$ cat config.mk
export PLATFORM = sky130hd
export DESIGN_NAME = spi_command_dispatcher
export DESIGN_NICKNAME = d
export VERILOG_FILES = /design/src/rtl/spi_dispatch_pkg.sv /design/src/rtl/phase_timeout.sv /design/src/rtl/spi_command_dispatcher.sv
export SDC_FILE = /design/constraint.sdc
export NUM_CORES = 1
export LEC_CHECK = 0
export BUFFER_PORTS_ARGS = -buffer_cell sky130_fd_sc_hd__buf_2
export CAP_MARGIN = 25
export CORE_MARGIN = 5
export CORE_UTILIZATION = 45
export CTS_CLUSTER_SIZE = 14
export DETAILED_ROUTE_END_ITERATION = 8
export PLACE_DENSITY = 0.78
export REMOVE_ABC_BUFFERS = 1
export SYNTH_ARGS = -nofsm -noshare
export SYNTH_HDL_FRONTEND = slang
export SYNTH_SLANG_ARGS = --single-unit
$ cat constraint.sdc
create_clock -name clk -period 2.25 [get_ports clk]
set_input_delay 0.45 -clock clk [delete_from_list [all_inputs] [get_ports clk]]
set_output_delay 0.45 -clock clk [all_outputs]
set_load 0.02 [all_outputs]
$ cat src/rtl/spi_dispatch_pkg.sv
// rtl/spi_dispatch_pkg.sv - shared opcodes, status codes, field positions and FSM states
package spi_dispatch_pkg;

  localparam logic [3:0] OP_NOP   = 4'h0;
  localparam logic [3:0] OP_WRITE = 4'h1;
  localparam logic [3:0] OP_READ  = 4'h2;
  localparam logic [3:0] OP_BCAST = 4'h3;

  localparam logic [3:0] STATUS_OK      = 4'h0;
  localparam logic [3:0] STATUS_TIMEOUT = 4'hD;
  localparam logic [3:0] STATUS_ILLEGAL = 4'hE;

  localparam int INSTR_OPC_LSB  = 28;
  localparam int INSTR_TGT_LSB  = 24;
  localparam int INSTR_ADDR_LSB = 16;
  localparam int INSTR_DATA_LSB = 0;

  localparam int RB_STATUS_LSB = 28;
  localparam int RB_TGT_LSB    = 24;
  localparam int RB_ADDR_LSB   = 16;
  localparam int RB_DATA_LSB   = 0;

  typedef enum logic [2:0] {
    ST_IDLE,
    ST_DECODE,
    ST_ISSUE,
    ST_WAIT_ACCEPT,
    ST_WAIT_DONE,
    ST_REPORT
  } state_e;

  function automatic logic [31:0] pack_readback(input logic [3:0] status,
                                                input logic [3:0] tgt,
                                                input logic [7:0] addr,
                                                input logic [15:0] data);
    logic [31:0] w;
    w = '0;
    w[RB_STATUS_LSB +: 4] = status;
    w[RB_TGT_LSB +: 4]    = tgt;
    w[RB_ADDR_LSB +: 8]   = addr;
    w[RB_DATA_LSB +: 16]  = data;
    return w;
  endfunction

endpackage

$ cat src/rtl/phase_timeout.sv
// rtl/phase_timeout.sv - per-phase cycle counter; expired on the TIMEOUT_CYCLES-th cycle of a phase
module phase_timeout #(
  parameter int TIMEOUT_CYCLES = 1024
) (
  input  logic clk,
  input  logic reset,
  input  logic clear,
  input  logic enable,
  output logic expired
);

  localparam int CW = $clog2(TIMEOUT_CYCLES + 1);
  localparam logic [CW-1:0] LIMIT = CW'(TIMEOUT_CYCLES - 1);

  logic [CW-1:0] count_q, count_d;

  assign expired = (count_q >= LIMIT);

  always_comb begin
    count_d = count_q;
    if (clear) begin
      count_d = '0;
    end else if (enable && !expired) begin
      count_d = count_q + CW'(1);
    end
  end

  always_ff @(posedge clk) begin
    if (reset) begin
      count_q <= '0;
    end else begin
      count_q <= count_d;
    end
  end

endmodule

$ cat src/rtl/spi_command_dispatcher.sv
// rtl/spi_command_dispatcher.sv - pops instructions, drives per-target SPI requests, reports reads and errors
module spi_command_dispatcher
  import spi_dispatch_pkg::*;
#(
  parameter int NUM_TARGETS    = 4,
  parameter int ADDR_WIDTH     = 8,
  parameter int DATA_WIDTH     = 16,
  parameter int TIMEOUT_CYCLES = 1024
) (
  input  logic                              clk,
  input  logic                              reset,
  input  logic                              instr_ready,
  output logic                              instr_ack,
  input  logic [31:0]                       instr_in,
  input  logic                              readback_ready,
  output logic                              readback_write,
  output logic [31:0]                       readback_data,
  output logic [NUM_TARGETS-1:0]            spi_request_write,
  output logic [NUM_TARGETS-1:0]            spi_request_read,
  output logic [ADDR_WIDTH-1:0]             spi_address,
  output logic [DATA_WIDTH-1:0]             spi_data,
  input  logic [NUM_TARGETS*DATA_WIDTH-1:0] spi_data_readback,
  input  logic [NUM_TARGETS-1:0]            spi_busy,
  output logic [15:0]                       error_count,
  output logic                              idle
);

  state_e        state_q, state_d;
  logic [31:0]   instr_q, instr_d;
  logic [3:0]    tgt_q, tgt_d;
  logic [3:0]    status_q, status_d;
  logic [15:0]   data_q, data_d;
  logic [15:0]   err_q, err_d;
  logic          req_fire;
  logic          expired;
  logic          timer_clear;
  logic          timer_enable;
  logic [3:0]    opcode;
  logic [3:0]    instr_tgt;
  logic          tgt_legal;
  logic [15:0]   busy_ext;
  logic          busy_sel;
  logic [DATA_WIDTH-1:0] rd_sel;

  assign opcode    = instr_q[INSTR_OPC_LSB +: 4];
  assign instr_tgt = instr_q[INSTR_TGT_LSB +: 4];
  assign tgt_legal = ({1'b0, instr_tgt} < 5'(NUM_TARGETS));
  assign busy_ext  = 16'(spi_busy);
  assign busy_sel  = busy_ext[tgt_q];

  assign spi_address   = instr_q[INSTR_ADDR_LSB +: ADDR_WIDTH];
  assign spi_data      = instr_q[INSTR_DATA_LSB +: DATA_WIDTH];
  assign error_count   = err_q;
  assign idle          = (state_q == ST_IDLE);
  assign readback_data = (state_q == ST_REPORT)
                         ? pack_readback(status_q, tgt_q, 8'(spi_address), data_q)
                         : '0;

  // Timer restarts on every state entry, including broadcast re-entry into ISSUE.
  assign timer_clear  = (state_d != state_q);
  assign timer_enable = (state_q == ST_ISSUE) || (state_q == ST_WAIT_ACCEPT) ||
                        (state_q == ST_WAIT_DONE);

  phase_timeout #(
    .TIMEOUT_CYCLES(TIMEOUT_CYCLES)
  ) u_phase_timeout (
    .clk    (clk),
    .reset  (reset),
    .clear  (timer_clear),
    .enable (timer_enable),
    .expired(expired)
  );

  always_comb begin
    spi_request_write = '0;
    spi_request_read  = '0;
    rd_sel            = '0;
    for (int t = 0; t < NUM_TARGETS; t++) begin
      if (tgt_q == 4'(t)) begin
        spi_request_write[t] = req_fire && ((opcode == OP_WRITE) || (opcode == OP_BCAST));
        spi_request_read[t]  = req_fire && (opcode == OP_READ);
        rd_sel               = spi_data_readback[t*DATA_WIDTH +: DATA_WIDTH];
      end
    end
  end

  always_comb begin
    state_d        = state_q;
    instr_d        = instr_q;
    tgt_d          = tgt_q;
    status_d       = status_q;
    data_d         = data_q;
    err_d          = err_q;
    instr_ack      = 1'b0;
    readback_write = 1'b0;
    req_fire       = 1'b0;

    case (state_q)
      ST_IDLE: begin
        if (instr_ready) begin
          instr_ack = 1'b1;
          instr_d   = instr_in;
          state_d   = ST_DECODE;
        end
      end

      ST_DECODE: begin
        data_d = '0;
        tgt_d  = (opcode == OP_BCAST) ? 4'd0 : instr_tgt;
        if (opcode == OP_NOP) begin
          state_d = ST_IDLE;
        end else if ((opcode == OP_BCAST) ||
                     (((opcode == OP_WRITE) || (opcode == OP_READ)) && tgt_legal)) begin
          state_d = ST_ISSUE;
        end else begin
          status_d = STATUS_ILLEGAL;
          state_d  = ST_REPORT;
        end
      end

      ST_ISSUE: begin
        if (!busy_sel) begin
          req_fire = 1'b1;
          state_d  = ST_WAIT_ACCEPT;
        end else if (expired) begin
          status_d = STATUS_TIMEOUT;
          state_d  = ST_REPORT;
        end
      end

      ST_WAIT_ACCEPT: begin
        if (busy_sel) begin
          state_d = ST_WAIT_DONE;
        end else if (expired) begin
          status_d = STATUS_TIMEOUT;
          state_d  = ST_REPORT;
        end
      end

      ST_WAIT_DONE: begin
        if (!busy_sel) begin
          if (opcode == OP_READ) begin
            data_d   = 16'(rd_sel);
            status_d = STATUS_OK;
            state_d  = ST_REPORT;
          end else if ((opcode == OP_BCAST) && (tgt_q != 4'(NUM_TARGETS - 1))) begin
            tgt_d   = tgt_q + 4'd1;
            state_d = ST_ISSUE;
          end else begin
            state_d = ST_IDLE;
          end
        end else if (expired) begin
          status_d = STATUS_TIMEOUT;
          state_d  = ST_REPORT;
        end
      end

      ST_REPORT: begin
        if (readback_ready) begin
          readback_write = 1'b1;
          state_d        = ST_IDLE;
          if ((status_q != STATUS_OK) && (err_q != 16'hFFFF)) begin
            err_d = err_q + 16'd1;
          end
        end
      end

      default: state_d = ST_IDLE;
    endcase
  end

  always_ff @(posedge clk) begin
    if (reset) begin
      state_q  <= ST_IDLE;
      instr_q  <= '0;
      tgt_q    <= '0;
      status_q <= '0;
      data_q   <= '0;
      err_q    <= '0;
    end else begin
      state_q  <= state_d;
      instr_q  <= instr_d;
      tgt_q    <= tgt_d;
      status_q <= status_d;
      data_q   <= data_d;
      err_q    <= err_d;
    end
  end

endmodule

==> results.json <==
{
  "max_freq_mhz": 408,
  "critPathMaxFanout": 4,
  "required_ns": 1.80,
  "cts.clk_slew.worst_paths_ns": 0.09,
  "numPortBuffers": 186,
  "wl_met2_microns": 7050,
  "dp_hpwl_microns": 11200,
  "crit_path_end_kind": "primary output",
  "syn-instance-count": 595,
  "dr_wl_met3_microns": 1330,
  "vdd_drop_max_uv": 434,
  "yosysSeqAreaShare_pct": 36.1,
  "rows": 37,
  "hp-class": "in2reg",
  "ios": 187,
  "drt_iter0_drc": 342,
  "crit_path_max_incr_delay_ns": 0.37,
  "start_kind": "flip-flop",
  "avgRoutedWirePerCell_microns": 16.4,
  "cts_tree": "done",
  "violations": "negative setup slack",
  "leakagePower_uw": 0.00269,
  "cts_sinks": 86,
  "period_minus_slack_ns": 2.45,
  "synth_warnings": 0,
  "synth_edf_count": 0,
  "worstMarginPinSlew_ns": 0.557,
  "cp_slowest_cell": "dfxtp_2",
  "first_global_vias": 4879,
  "diodes": 0,
  "whs_ns": 0.321,
  "power_uw": 3660,
  "final_core_util_pct": 60.3,
  "dieWidth_microns": 113,
  "fin_skew_ns": 0.00835,
  "fin_ws_ns": -0.201,
  "worst-setup-path-type": "reg2out",
  "p_per_area_nw_per_um2": 587,
  "fillers": 930,
  "setup_violations": 13,
  "drc": 0,
  "grt_use_total_pct": 22.3,
  "top_layer": "met5",
  "place_congestion": 0.944,
  "period_share_pct": 109,
  "syn_area_sq_um": 4760,
  "ys_seq_elements": 86,
  "syn_area_per_cell_sq_um": 8.01,
  "antenna_found_initial": 1,
  "hold_buffers": 0,
  "layout_commonest_cell": "buf_2",
  "crit_chain": "mux2_4 -> a221o_1 -> nor2_2 -> nand3_2 -> nor2_1 -> buf_4",
  "hold_viol": 0,
  "numCtsBuffers": 9,
  "dieArea_sq_um": 12700,
  "drt-met1-wl_microns": 6210,
  "via_count": 4957,
  "grt_setup_unrepaired": "true",
  "die-height_microns": 113,
  "drive_gt1_share_pct": 35.9,
  "clockBufferDepth": 2,
  "synth.distinct_cells": 63,
  "grt_pass1_wl_microns": 23500,
  "core_sq_um": 10300,
  "firstDrtPassIters": 5,
  "grt_start_max_net_pins": 52,
  "crit_arrival_ns": 2.00,
  "clock_latency_ns": 0.36,
  "cts_root_buf": "clkbuf_8",
  "max-cap-violations": 0,
  "layout.nets": 884,
  "start_util_pct": 46.1,
  "layout_common_cells": "buf_2 (178), dfxtp_1 (85), nand2_1 (81)",
  "synthArstFlopShare_pct": 0,
  "routed_wl_microns": 15000,
  "synthToLayoutAreaGrowth_pct": 30.7,
  "final_antenna_net_count": 0,
  "status": "complete, but fails checks",
  "via_per_inst": 5.42,
  "relSlewSlack_pct": 61.9,
  "synthFlopType": "dfxtp_1",
  "detailedPlace.worstSlack_ns": -0.180,
  "gr-total-overflow": 0,
  "slew_violations": 0,
  "htreeDepth": 3
}
## metrics by stage
| step | setup TNS (ns) | std cells | instance area (sq um) |
|---|---|---|---|
| 2_1_floorplan | -46.00 | 531 | 4420 |
| 3_3_place_gp | -1.09 | 891 | 5820 |
| 3_5_place_dp | -1.79 | 891 | 5820 |
| 4_1_cts | -1.68 | 909 | 6100 |
| 5_1_grt | -2.43 | 914 | 6230 |
| 6_report | -1.36 | 914 | 6230 |
## synthesized netlist by cell type (all sizes together) (10+ instances only)
cell type  count  area (sq um)
clkbuf        34           128
o2bb2ai       16           140
nand3         12          60.1
dfxtp         86          1720
xnor2         22           193
nor4          14           150
inv           14          52.6
nand2         82           308
buf           30           215
nor2          56           210
a211oi        25           188
nor3          10          50.1
a21oi         60           300
and2          34           214
a22oi         19           143
## cell type report
type                       instances  area (sq um)  share of cell area (%)
inverter                          14          52.6                   0.844
multi-input combinational        432          2770                    44.4
tap                              136           170                    2.73
clock buffer                      10           128                    2.05
sequential                        86          1720                    27.7
timing repair buffer             231          1300                    20.9
clock inverter                     5          82.6                    1.33
## worst paths after layout
kind	start	end	slack, ns	cells after the start
worst max register to register	tgt_q[1]$_SDFFE_PP0P_	u_phase_timeout.count_q[7]$_SDFFE_PP0P_	-0.04	7
worst min register to register	status_q[3]$_SDFFE_PP0P_	status_q[3]$_SDFFE_PP0P_	0.46	2
worst max-delay path	tgt_q[1]$_SDFFE_PP0P_	spi_request_write[1]	-0.20	6
worst min-delay path	instr_in[3]	instr_q[3]$_SDFFE_PP0P_	0.32	3
## critical path: cells and delay by family, from the launching register on
family,cells,cell delay (ns)
buffers and inverters,1,0.15
AND/OR/NAND/NOR,3,0.46
flip-flops,1,0.37
multiplexers,1,0.32
AO/OA/AOI/OAI,1,0.34
## power by group
part | internal (uW) | switching [uW] | total (uW)
sequential | 1580 | 53.2 | 1630
clock | 624 | 565 | 1190
combinational | 352 | 482 | 835
total | 2560 | 1100 | 3660
## state kept, by name, indices dropped and copies added, names as in the netlist
name                     count
error_count                 16
status_q                     4
data_q                      16
tgt_q                        4
instr_q                     32
state_q                      3
u_phase_timeout.count_q     11
## metal layers
layer / GRT usage [%] / up-vias
met2: 37.9 / 240
met4: 7.77 / 2
li1: - / 2435
met1: 26.8 / 2252
met3: 6.58 / 28
met5: 0 / -
## cell families (layout without fill, tap and decap cells)
| family | Yosys count | after routing | synth area share (%) |
|---|---|---|---|
| flops | 86 | 86 | 36.1 |
| simple gates | 245 | 246 | 26.9 |
| buf+inv | 78 | 260 | 8.30 |
| xor+xnor | 23 | 23 | 4.23 |
| compound gates | 150 | 150 | 21.1 |
| fa+ha+maj | 8 | 8 | 2.00 |
| mux | 5 | 5 | 1.29 |
## what timing repair did
| item | CTS | global route |
|---|---|---|
| setup buffers | 2 | 6 |
| cloned | 1 | 0 |
| pin swaps | 10 | 18 |
| gates resized for setup | 17 | 15 |
| setup endpoints to repair | 15 | 43 |
Note: power is estimated with default switching activity, not from simulation.
